### config.mk
export PLATFORM = sky130hd
export DESIGN_NAME = pacman_motion_ctrl
export DESIGN_NICKNAME = d
export VERILOG_FILES = /design/src/rtl/pacman_motion_ctrl.sv
export SDC_FILE = /design/constraint.sdc
export NUM_CORES = 1
export LEC_CHECK = 0
export ABC_AREA = 0
export CORE_ASPECT_RATIO = 1.5
export CORE_MARGIN = 3
export CORE_UTILIZATION = 50
export CTS_CLUSTER_DIAMETER = 30
export CTS_CLUSTER_SIZE = 16
export DETAILED_ROUTE_END_ITERATION = 8
export PLACE_DENSITY = 0.74
export SLEW_MARGIN = 0
export SYNTH_ARGS = -nofsm -noshare
export SYNTH_HDL_FRONTEND = slang
export SYNTH_SLANG_ARGS = --single-unit
### constraint.sdc
create_clock -name clk -period 3.5 [get_ports clk]
set_clock_uncertainty 0.2 [all_clocks]
set_input_delay 0.35 -clock clk [delete_from_list [all_inputs] [get_ports clk]]
set_output_delay 0.35 -clock clk [all_outputs]
set_load 0.02 [all_outputs]
### src/rtl/pacman_motion_ctrl.sv
// Pac-Man motion controller: advances the sprite once per frame tick. Before
// each move it asks the maze wall lookup, over a req/ack handshake, whether the
// candidate position is free. A turn request from the buttons is buffered until
// it can be taken.
module pacman_motion_ctrl #(
    parameter int STEP        = 2,
    parameter int X_MIN       = 0,
    parameter int X_MAX       = 610,
    parameter int Y_MIN       = 0,
    parameter int Y_MAX       = 450,
    parameter int START_X     = 304,
    parameter int START_Y     = 224,
    parameter int WRAP_X      = 1,
    parameter int ACK_TIMEOUT = 15
) (
    input  logic       clk,
    input  logic       rst,
    input  logic       frame_tick,
    input  logic [3:0] btn,
    output logic       wall_req,
    output logic [9:0] wall_qx,
    output logic [9:0] wall_qy,
    input  logic       wall_ack,
    input  logic       wall_hit,
    output logic [9:0] pm_xpos,
    output logic [9:0] pm_ypos,
    output logic [3:0] pm_direction,
    output logic       moving,
    output logic       missed_tick
);

    localparam int TW = $clog2(ACK_TIMEOUT + 1);

    typedef enum logic [1:0] {IDLE, TRY_NEW, TRY_CUR, UPDATE} state_t;

    typedef struct packed {
        logic       ok;
        logic [9:0] x;
        logic [9:0] y;
    } cand_t;

    state_t      state, state_n;
    logic [3:0]  pending, pend_n, dir_n, upd_dir, upd_dir_n, issue_dir;
    logic [9:0]  x_n, y_n, qx_n, qy_n, upd_x, upd_y, upd_x_n, upd_y_n;
    logic        req_n, moving_n, missed_n, issued, issued_n;
    logic        do_issue, q_done, q_clear;
    logic [TW-1:0] timer, timer_n;
    cand_t       cand_pend, cand_cur, issue_c;

    // Position one STEP along d; out-of-range y (or x without tunnel) is blocked,
    // while with the tunnel an x overrun reappears on the opposite edge.
    function automatic cand_t next_pos(input logic [3:0] d, input logic [9:0] x,
                                       input logic [9:0] y);
        cand_t c;
        int    nx;
        int    ny;
        nx = int'(x);
        ny = int'(y);
        if (d[3])      ny = ny - STEP;
        else if (d[2]) ny = ny + STEP;
        else if (d[1]) nx = nx - STEP;
        else if (d[0]) nx = nx + STEP;
        c.ok = 1'b1;
        if (ny < Y_MIN || ny > Y_MAX) c.ok = 1'b0;
        if (nx < X_MIN) begin
            if (WRAP_X != 0) nx = X_MAX;
            else             c.ok = 1'b0;
        end else if (nx > X_MAX) begin
            if (WRAP_X != 0) nx = X_MIN;
            else             c.ok = 1'b0;
        end
        c.x = nx[9:0];
        c.y = ny[9:0];
        return c;
    endfunction

    // Heading reversal: up<->down, left<->right.
    function automatic logic [3:0] opposite(input logic [3:0] d);
        return {d[2], d[3], d[0], d[1]};
    endfunction

    assign cand_pend = next_pos(pending, pm_xpos, pm_ypos);
    assign cand_cur  = next_pos(pm_direction, pm_xpos, pm_ypos);

    // Next-state logic: tick dispatch, wall queries with timeout, move commit and
    // the always-on button buffer (a fresh one-hot press wins over clearing).
    always_comb begin
        state_n   = state;
        x_n       = pm_xpos;
        y_n       = pm_ypos;
        dir_n     = pm_direction;
        pend_n    = pending;
        moving_n  = moving;
        req_n     = wall_req;
        qx_n      = wall_qx;
        qy_n      = wall_qy;
        timer_n   = timer;
        issued_n  = issued;
        upd_x_n   = upd_x;
        upd_y_n   = upd_y;
        upd_dir_n = upd_dir;
        missed_n  = frame_tick && (state != IDLE);
        do_issue  = 1'b0;
        issue_dir = pm_direction;
        issue_c   = cand_cur;
        q_done    = wall_req && (wall_ack || (timer == TW'(ACK_TIMEOUT - 1)));
        q_clear   = wall_req && wall_ack && !wall_hit;
        if (wall_req && !q_done) timer_n = timer + 1'b1;

        case (state)
            IDLE: begin
                if (frame_tick) begin
                    if (pending != 4'b0 && pending == opposite(pm_direction)) begin
                        if (cand_pend.ok) begin
                            state_n   = UPDATE;
                            upd_x_n   = cand_pend.x;
                            upd_y_n   = cand_pend.y;
                            upd_dir_n = pending;
                        end else begin
                            moving_n = 1'b0;
                        end
                    end else if (pending != 4'b0) begin
                        state_n   = TRY_NEW;
                        do_issue  = 1'b1;
                        issue_dir = pending;
                        issue_c   = cand_pend;
                    end else begin
                        state_n  = TRY_CUR;
                        do_issue = 1'b1;
                    end
                end
            end
            TRY_NEW: begin
                if (!wall_req) begin
                    state_n  = TRY_CUR;
                    issued_n = 1'b0;
                end else if (q_done) begin
                    req_n = 1'b0;
                    if (q_clear) begin
                        state_n = UPDATE;
                    end else begin
                        state_n  = TRY_CUR;
                        issued_n = 1'b0;
                    end
                end
            end
            TRY_CUR: begin
                if (!issued) begin
                    do_issue = 1'b1;
                end else if (!wall_req) begin
                    state_n  = IDLE;
                    moving_n = 1'b0;
                end else if (q_done) begin
                    req_n = 1'b0;
                    if (q_clear) begin
                        state_n = UPDATE;
                    end else begin
                        state_n  = IDLE;
                        moving_n = 1'b0;
                    end
                end
            end
            UPDATE: begin
                x_n      = upd_x;
                y_n      = upd_y;
                dir_n    = upd_dir;
                moving_n = 1'b1;
                if (upd_dir == pending) pend_n = 4'b0;
                state_n  = IDLE;
            end
            default: state_n = IDLE;
        endcase

        if (do_issue) begin
            req_n     = issue_c.ok;
            timer_n   = '0;
            issued_n  = 1'b1;
            upd_x_n   = issue_c.x;
            upd_y_n   = issue_c.y;
            upd_dir_n = issue_dir;
            if (issue_c.ok) begin
                qx_n = issue_c.x;
                qy_n = issue_c.y;
            end
        end

        if ($onehot(btn)) pend_n = btn;
    end

    // State register; reset also swallows a frame_tick in the same cycle.
    always_ff @(posedge clk) begin
        if (rst) begin
            state        <= IDLE;
            pm_xpos      <= 10'(START_X);
            pm_ypos      <= 10'(START_Y);
            pm_direction <= 4'b0010;
            pending      <= 4'b0;
            moving       <= 1'b0;
            wall_req     <= 1'b0;
            wall_qx      <= 10'd0;
            wall_qy      <= 10'd0;
            missed_tick  <= 1'b0;
            timer        <= '0;
            issued       <= 1'b0;
            upd_x        <= 10'd0;
            upd_y        <= 10'd0;
            upd_dir      <= 4'b0;
        end else begin
            state        <= state_n;
            pm_xpos      <= x_n;
            pm_ypos      <= y_n;
            pm_direction <= dir_n;
            pending      <= pend_n;
            moving       <= moving_n;
            wall_req     <= req_n;
            wall_qx      <= qx_n;
            wall_qy      <= qy_n;
            missed_tick  <= missed_n;
            timer        <= timer_n;
            issued       <= issued_n;
            upd_x        <= upd_x_n;
            upd_y        <= upd_y_n;
            upd_dir      <= upd_dir_n;
        end
    end

endmodule

==> results_dict.tcl <==
set metrics [dict create \
    outcome "completed" \
    cts.sinks 82 \
    grt_usage_pct 32.0 \
    syn_area_per_cell_um2 7.61 \
    worstSetupEndpoint "wall_qx[9]" \
    drt_first_pass_iters 5 \
    ant_nets 0 \
    grt_pass1_wl_um 31500 \
    ys.flop_type "dfxtp_1" \
    rr_worst_depth 10 \
    antenna_cells 0 \
    relSlewSlack_pct 56.1 \
    cts.htree.levels 3 \
    final.setup.tns_ns 0 \
    worstSetupStartpoint "pm_ypos[2]" \
    netlist_instances 745 \
    seqCellArea_um2 1640 \
    power.total_mw 3.55 \
    finalNetCount 845 \
    yosysSeqAreaShare_pct 29.0 \
    area_delta_synth_final_pct 24.7 \
    yosysWarningCount 0 \
    syn-cell-area_um2 5670 \
    wl_per_cell_um 20.8 \
    fp.dieH_um 136 \
    vias_per_cell 6.26 \
    ir_drop_mv 0.459 \
    post_cts_buffers 0 \
    row_count 47 \
    die_x_um 92.9 \
    powerDensity_nw_per_um2 502 \
    path_clk_slew_ns 0.07 \
    layout-drive-gt1-share_pct 15.1 \
    grt_max_degree 27 \
    fillers 1057 \
    multi_input_area_um2 3680 \
    fmax_mhz 303 \
    cts_buffers 9 \
    coreArea_um2 11100 \
    dpl_worst_slack_ns 0.192 \
    dieArea_um2 12700 \
    io_pins 56 \
    worst_slew_pin_slew_ns 0.649 \
    crit_required_ns 3.54 \
    antenna_found_initial 0 \
    synthArstFlopShare_pct 0 \
    finalHoldViolations 0 \
    synth.distinct_cells 85 \
    setup_violations 0 \
    grt_pass1_vias 6057 \
    cp_max_fo 7 \
    slew_violations 0 \
    dr.first_iter.drc_count 502 \
    worstPathArrival_ns 3.34 \
    startpoint_type "flop" \
    wl_um 20400 \
    maxCapViolations 0 \
    period_needed_ns 3.30 \
    critPathKind "reg -> reg" \
    r2r_slack_ns 0.20 \
    leakage_nw 2.69 \
    layout_setup_ws_ns 0.197 \
    cts_tree "yes" \
    cts_buffer_depth 2 \
    clk_latency_ns 0.34 \
    root_buffer "clkbuf_16" \
    drc 0 \
    globalRouteOverflowTotal 0 \
    synth_edf_count 0 \
    post-dp-hpwl_um 15600 \
    place.gp.congestion 0.978 \
    vias 6128 \
    rsz0062_at_grt "no" \
    end_kind "flop" \
    finish.utilization_pct 63.9 \
    initial_core_util_pct 51.3 \
    portBuffers 55 \
    period_share_pct 94.4 \
    r2r_end "wall_qx[9]" \
    timing.rr.start "pm_ypos[2]" \
    synth_nets 763 \
    hold_class "reg -> reg" \
    synth-seq-cells 82 \
]
==> cells in the final DEF (no fill, tap or decap), types with 5 or more instances in the layout <==
master / netlist / routed
nor4_1: 7 / 7
nor3_1: 22 / 22
nand2_1: 102 / 102
buf_4: 5 / 74
inv_1: 17 / 17
a32oi_1: 8 / 8
a31oi_1: 11 / 11
nand3_1: 17 / 17
xor2_1: 14 / 14
dfxtp_1: 82 / 81
xnor2_1: 26 / 26
nor4b_1: 6 / 5
clkbuf_16: 0 / 9
nor3b_1: 9 / 9
nand3b_1: 10 / 10
ha_1: 8 / 8
nand4_1: 8 / 8
o21ai_0: 30 / 30
mux2i_1: 5 / 5
clkdlybuf4s50_1: 0 / 54
a311oi_1: 6 / 6
and4_1: 8 / 8
a211oi_1: 9 / 9
nand2b_1: 8 / 8
a22oi_1: 6 / 6
nor2_1: 79 / 79
a21oi_1: 53 / 53
o22a_1: 7 / 7
and3_1: 12 / 12
and2_1: 8 / 8
or3_1: 6 / 6
or2_2: 6 / 6
==> layer usage <==
| layer | share of wire [%] | track usage, % |
|---|---|---|
| met5 | 0 | 0 |
| met3 | 3.9 | 3.60 |
| met4 | 6.7 | 21.3 |
| met2 | 53 | 59.6 |
| met1 | 36 | 33.1 |
==> worst max-delay path: stages (launching register included) <==
cell and delay (ns):
dfxtp_1 0.39, ha_1 0.35, nand4_4 0.16, o32ai_1 0.57, xor2_1 0.25, nand2_1 0.07, or3_1 0.40, a32oi_1 0.35
buf_4 0.24, nor2_1 0.05, a21o_1 0.17
==> logic make-up after synthesis <==
logic type | synth area share [%]
muxes | 0.883
buffers and inverters | 6.29
DFF | 29.0
xor gates and xnor gates | 6.18
AOI/OAI and AO/OA | 24.8
adders and majority gates | 2.12
and+or+nand+nor | 30.8
==> worst min-delay path by stage <==
| stage | start | to | slack [ns] | cells past startpoint |
|---|---|---|---|---|
| 2_1_floorplan | upd_y[1] | pm_ypos[1] | 0.23 | 2 |
| 3_3_place_gp | upd_y[9] | pm_ypos[9] | 0.25 | 2 |
| 3_5_place_dp | upd_y[0] | pm_ypos[0] | 0.25 | 2 |
| 4_1_cts | upd_y[1] | pm_ypos[1] | 0.26 | 2 |
| 5_1_grt | upd_y[4] | pm_ypos[4] | 0.29 | 2 |
| 6_report | upd_y[1] | pm_ypos[1] | 0.26 | 2 |
==> what timing repair did <==
item / in CTS / in global routing
endpoints found under the setup margin: 0 / 5
hold buffers: 0 / 0
resized for setup: 0 / 3
==> synth_stat cells (4+ instances only) <==
master	count	area (µm²)
and3_1	12	75.1
or3_1	6	37.5
and4_1	8	70.1
xnor2_1	26	228
and2_1	8	50.1
a32oi_1	8	70.1
buf_2	9	45.0
or2_2	6	37.5
o32ai_1	4	35.0
mux2i_1	5	50.1
nand3b_1	10	75.1
o22a_1	7	61.3
nor3b_1	9	67.6
nor4_1	7	43.8
clkbuf_1	37	139
a31oi_1	11	68.8
nand3_1	17	85.1
a31o_2	4	35.0
nor4b_1	6	52.6
a211oi_1	9	67.6
nor3_1	22	110
nor2_1	79	297
o21ai_0	30	150
inv_1	17	63.8
nand2_1	102	383
buf_4	5	37.5
a21oi_1	53	265
nand4_1	8	50.1
buf_6	5	56.3
dfxtp_1	82	1640
a22oi_1	6	45.0
a311oi_1	6	52.6
nand2b_1	8	50.1
o22ai_1	4	25.0
xor2_1	14	123
ha_1	8	100
==> sequential cells by signal (all words and copies together), names as in the netlist, 2 cells and up <==
signal and count:
pm_direction 4, pm_ypos 10, upd_x 10, upd_y 10
pm_xpos 10, timer 4, upd_dir 4, wall_qy 10
pending 4, wall_qx 10, state 2
==> power by group <==
group | switching, mW | total, mW | leakage, nW | internal [mW]
logic | 0.684 | 1.19 | 1.84 | 0.505
clock network | 0.398 | 1.17 | 0.177 | 0.774
registers | 0.117 | 1.19 | 0.670 | 1.07
==> per-stage QoR <==
| stage | std cells | hold slack, ns | cell area [µm²] |
|---|---|---|---|
| floorplan | 745 | 0.228 | 5670 |
| global placement | 963 | 0.246 | 6680 |
| detailed placement | 963 | 0.248 | 6680 |
| CTS | 979 | 0.260 | 7050 |
| global route | 979 | 0.288 | 7070 |
| finish | 979 | 0.261 | 7070 |
==> cell type report <==
| class | count | share of cell area (%) |
|---|---|---|
| clock buffer | 10 | 3.24 |
| clock inverter | 6 | 1.95 |
| inverter | 18 | 0.956 |
| multi-input combinational | 586 | 52.1 |
| sequential | 82 | 23.2 |
| tap | 147 | 2.60 |
| timing repair buffer | 130 | 15.9 |
No activity file was read; power rests on OpenSTA's default activity.
